File: src/rtl/sync_ram_clr.sv
// sync_ram_clr: single-port synchronous RAM with registered inputs, registered read data
// and a clear sequencer that fills every word with INIT_VAL after reset or on request.
module sync_ram_clr #(
  parameter int DATA_W = 4,
  parameter int ADDR_W = 5,
  parameter int RDW_MODE = 0,
  parameter logic [DATA_W-1:0] INIT_VAL = '0
) (
  input  logic              clk,
  input  logic              rst,
  input  logic [ADDR_W-1:0] addr,
  input  logic [DATA_W-1:0] din,
  input  logic              we,
  input  logic              clr_req,
  output logic [DATA_W-1:0] dout,
  output logic              busy,
  output logic              clr_done
);
  localparam int DEPTH = 2 ** ADDR_W;
  typedef enum logic {CLEAR, IDLE} state_t;
  state_t state_q, state_d;
  logic [ADDR_W-1:0] addr_q, cnt_q, cnt_d, mem_addr;
  logic [DATA_W-1:0] din_q, dout_q, dout_d, mem_wdata;
  logic we_q, mem_we;
  logic [DATA_W-1:0] mem [DEPTH];
  // The sequencer owns the single write port while clearing; an accepted clr_req drops the pending user write.
  always_comb begin
    busy = state_q == CLEAR;
    clr_done = busy && cnt_q == ADDR_W'(DEPTH - 1);
    state_d = busy ? (clr_done ? IDLE : CLEAR) : (clr_req ? CLEAR : IDLE);
    cnt_d = busy ? cnt_q + ADDR_W'(1) : '0;
    mem_we = busy || (we_q && !clr_req);
    mem_addr = busy ? cnt_q : addr_q;
    mem_wdata = busy ? INIT_VAL : din_q;
    dout_d = (busy || clr_req) ? '0 : (we_q && RDW_MODE != 0) ? din_q : mem[addr_q];
  end
  always_ff @(posedge clk) begin
    if (rst) begin
      state_q <= CLEAR;
      cnt_q <= '0;
      dout_q <= '0;
      addr_q <= '0;
      din_q <= '0;
      we_q <= 1'b0;
    end else begin
      state_q <= state_d;
      cnt_q <= cnt_d;
      dout_q <= dout_d;
      addr_q <= addr;
      din_q <= din;
      we_q <= we;
    end
  end
  always_ff @(posedge clk) begin
    if (!rst && mem_we) mem[mem_addr] <= mem_wdata;
  end
  assign dout = dout_q;
endmodule

File: config.mk
export PLATFORM = sky130hd
export DESIGN_NAME = sync_ram_clr
export DESIGN_NICKNAME = d
export VERILOG_FILES = /design/src/rtl/sync_ram_clr.sv
export SDC_FILE = /design/constraint.sdc
export NUM_CORES = 1
export LEC_CHECK = 0
export ABC_AREA = 1
export BUFFER_PORTS_ARGS = -buffer_cell sky130_fd_sc_hd__buf_2
export CAP_MARGIN = 20
export CORE_MARGIN = 2
export CORE_UTILIZATION = 60
export DETAILED_ROUTE_END_ITERATION = 8
export PLACE_DENSITY = 0.77
export SLEW_MARGIN = 20
export SYNTH_ARGS = -nofsm -noshare
export SYNTH_HDL_FRONTEND = slang
export SYNTH_SLANG_ARGS = --single-unit
export TNS_END_PERCENT = 30
File: constraint.sdc
create_clock -name clk -period 2.68 [get_ports clk]
set_input_delay 0.402 -clock clk [delete_from_list [all_inputs] [get_ports clk]]
set_output_delay 0.402 -clock clk [all_outputs]
set_load 0.005 [all_outputs]
==> impl_metrics.yaml <==
run_status:
  status: "finished, final reports clean"
placement:
  post_dp_cell_area_um2: 6310
  dp_slack_ns: 0.340
  hpwl_um: 8600
  place.gp.congestion: 0.929
  placement.io_buffers: 18
cells_and_area:
  layout_common_cells: "173 x nand2_1, 128 x edfxtp_1, 89 x nand3_1, 77 x nor2_1, 26 x inv_1"
  finalInstanceArea_um2: 6940
  final_common_cell: "nand2_1"
  nNetsFinal: 615
  diodes: 0
  syn_to_final_growth_pct: 12.9
  drive_above_1_share_pct: 12.6
yosys:
  synth_warnings: 0
  synth_cells: 575
  synth_seq_cells: 148
  netlist_area_um2: 6140
  syn_nets: 590
  synth.distinct_cells: 22
  syn_area_per_cell_um2: 10.7
  synth-seq-area-share_pct: 69.1
cts:
  post_cts_buffers: 0
  clock_path_buffers: 2
  clockRootBuffer: "clkbuf_8"
  cts_resized: 0
  hold_buffers: 0
  htreeDepth: 4
  cts_buffers: 17
  clk_latency_ns: 0.52
  cts.sinks: 148
  clk_pin_slew_ns: 0.06
  cts_tree: "done"
detailed_routing:
  wire_per_inst_um: 18.4
  drt_first_pass_iters: 5
  vias_per_cell: 5.65
  vias: 4210
  drc: 0
  first_iter_violations: 459
  routed_wl_um: 13700
  antenna_left: 0
setup_path:
  cpMaxStageDelayCell: "dfxtp_1"
  crit_path_max_incr_delay_ns: 0.68
  path_buf_inv: 1
  setup.worst_path.class: "reg2reg"
  r2r_start: "state_q"
  r2r_slack_ns: 0.29
  worstPathRequired_ns: 2.87
  crit_fanout: 15
  end_kind: "register"
  cp-start-kind: "register"
  rr_worst_depth: 4
  r2r-end: "mem[31][1]"
  cp_top_family: "simple AND/OR/NAND/NOR gates"
  cp.arrival_ns: 2.58
  path_cells: "o21ai_0 -> inv_1 -> nand3_1 -> nor2_1"
global_routing:
  grt_pass1_wl_um: 21300
  grt_max_degree: 65
  antenna_found_initial: 0
  grt_pass1_vias: 4176
  grt_usage_pct: 26.1
  grt-ovfl-total: 0
timing:
  fin_crit_sh_pct: 89.3
  hold_ws_ns: 0.0829
  finalHoldViolCount: 0
  fin_tns_setup_ns: 0
  setup_ws_ns: 0.286
  finalCriticalPeriod_ns: 2.39
  fmax_mhz: 418
  skew_ns: 0.00582
  slew_viol_final: 0
  tightest_slew_ns: 0.672
  grt_setup_unrepaired: "false"
  setup_violations: 0
  max_slew_margin_pct: 55.1
floorplanning:
  fp.dieW_um: 105
  num_rows: 36
  die_h_um: 105
  start_util_pct: 62.3
  top_level_ports: 19
  core_area_um2: 9860
  die-area_um2: 11100
hold_path:
  hp-class: "in2reg"
  min-delay-start: "addr[3]"
  hold_depth: 3
  min_to: "addr_q[3]"
power_and_ir_drop:
  ir_worst_vdd_v: 0.000450
  p_leak_uw: 0.00262
  p_total_uw: 5250
  power_density_nw_per_um2: 757
job:
  maxCapViolations: 0
[cell usage after synthesis]
master	count	area share, %
buf_4	7	0.86
inv_1	26	1.6
buf_6	8	1.5
o21a_1	1	0.12
ha_1	2	0.41
clkbuf_1	1	0.061
edfxtp_1	128	63
nand3_1	89	7.2
buf_2	10	0.81
o21ai_0	13	1.1
o21ai_2	4	0.57
nand2_2	3	0.31
inv_2	5	0.31
o21bai_1	1	0.12
a21oi_1	1	0.081
dfxtp_1	20	6.5
nand2_1	173	11
nor2_2	3	0.31
nor3_1	1	0.081
nor2_1	77	4.7
a21oi_2	1	0.14
nor3b_1	1	0.12
[metal layers]
layer  up-vias  global-route usage [%]  wire length [µm]
li1       1983                       -                 -
met1      1979                    34.0              5340
met2       217                    43.5              6860
met3        31                    4.37              1140
met4         0                    11.1               380
met5         -                       0                 0
[stage by stage]
stage,instances,utilization [%]
floorplan,575,-
global placement,714,64.0
detailed placement,714,64.0
CTS,745,70.3
global route,745,70.3
finish,745,70.3
[worst register-to-register path, delay by kind of cell (launching register included)]
family | cells | cell delay (ns)
compound gates | 1 | 0.27
flops | 1 | 0.68
buf+inv | 1 | 0.12
simple gates | 2 | 1.00
[worst max-delay path by stage]
stage	endpoint	from	cells after the start
2_1_floorplan	mem[5][0]	state_q	7
3_3_place_gp	mem[27][0]	state_q	4
3_5_place_dp	mem[11][3]	state_q	4
4_1_cts	mem[31][1]	state_q	4
5_1_grt	mem[19][2]	state_q	4
6_report	mem[31][1]	state_q	4
[where the power goes]
| part | switching, µW | internal, µW | leakage, µW |
|---|---|---|---|
| Combinational | 181 | 74.2 | 0.00114 |
| Clock | 883 | 1600 | 0.000293 |
| Sequential | 16.1 | 2500 | 0.00119 |
| Total | 1080 | 4170 | 0.00262 |
[state kept, by name (all words and copies together), names as in the netlist]
signal   cells
dout         4
we_q         1
state_q      1
cnt_q        5
addr_q       5
mem        128
din_q        4
[layout make-up]
type,instances,area (µm²)
clock buffers,18,418
clock inverters,13,206
fillers,692,2930
inverters,31,116
multi-input cells,370,1590
flip-flops and latches,148,4250
well taps,133,166
repair buffers,32,195
[kinds of logic after synthesis]
group	Yosys count	synth area share, %
AND/OR/NAND/NOR	347	23.3
AO/OA/AOI/OAI	21	2.10
adder cells (fa/ha/maj)	2	0.407
flip-flops	148	69.1
buffers and inverters	57	5.09
Power figures use the tool's default switching activity.
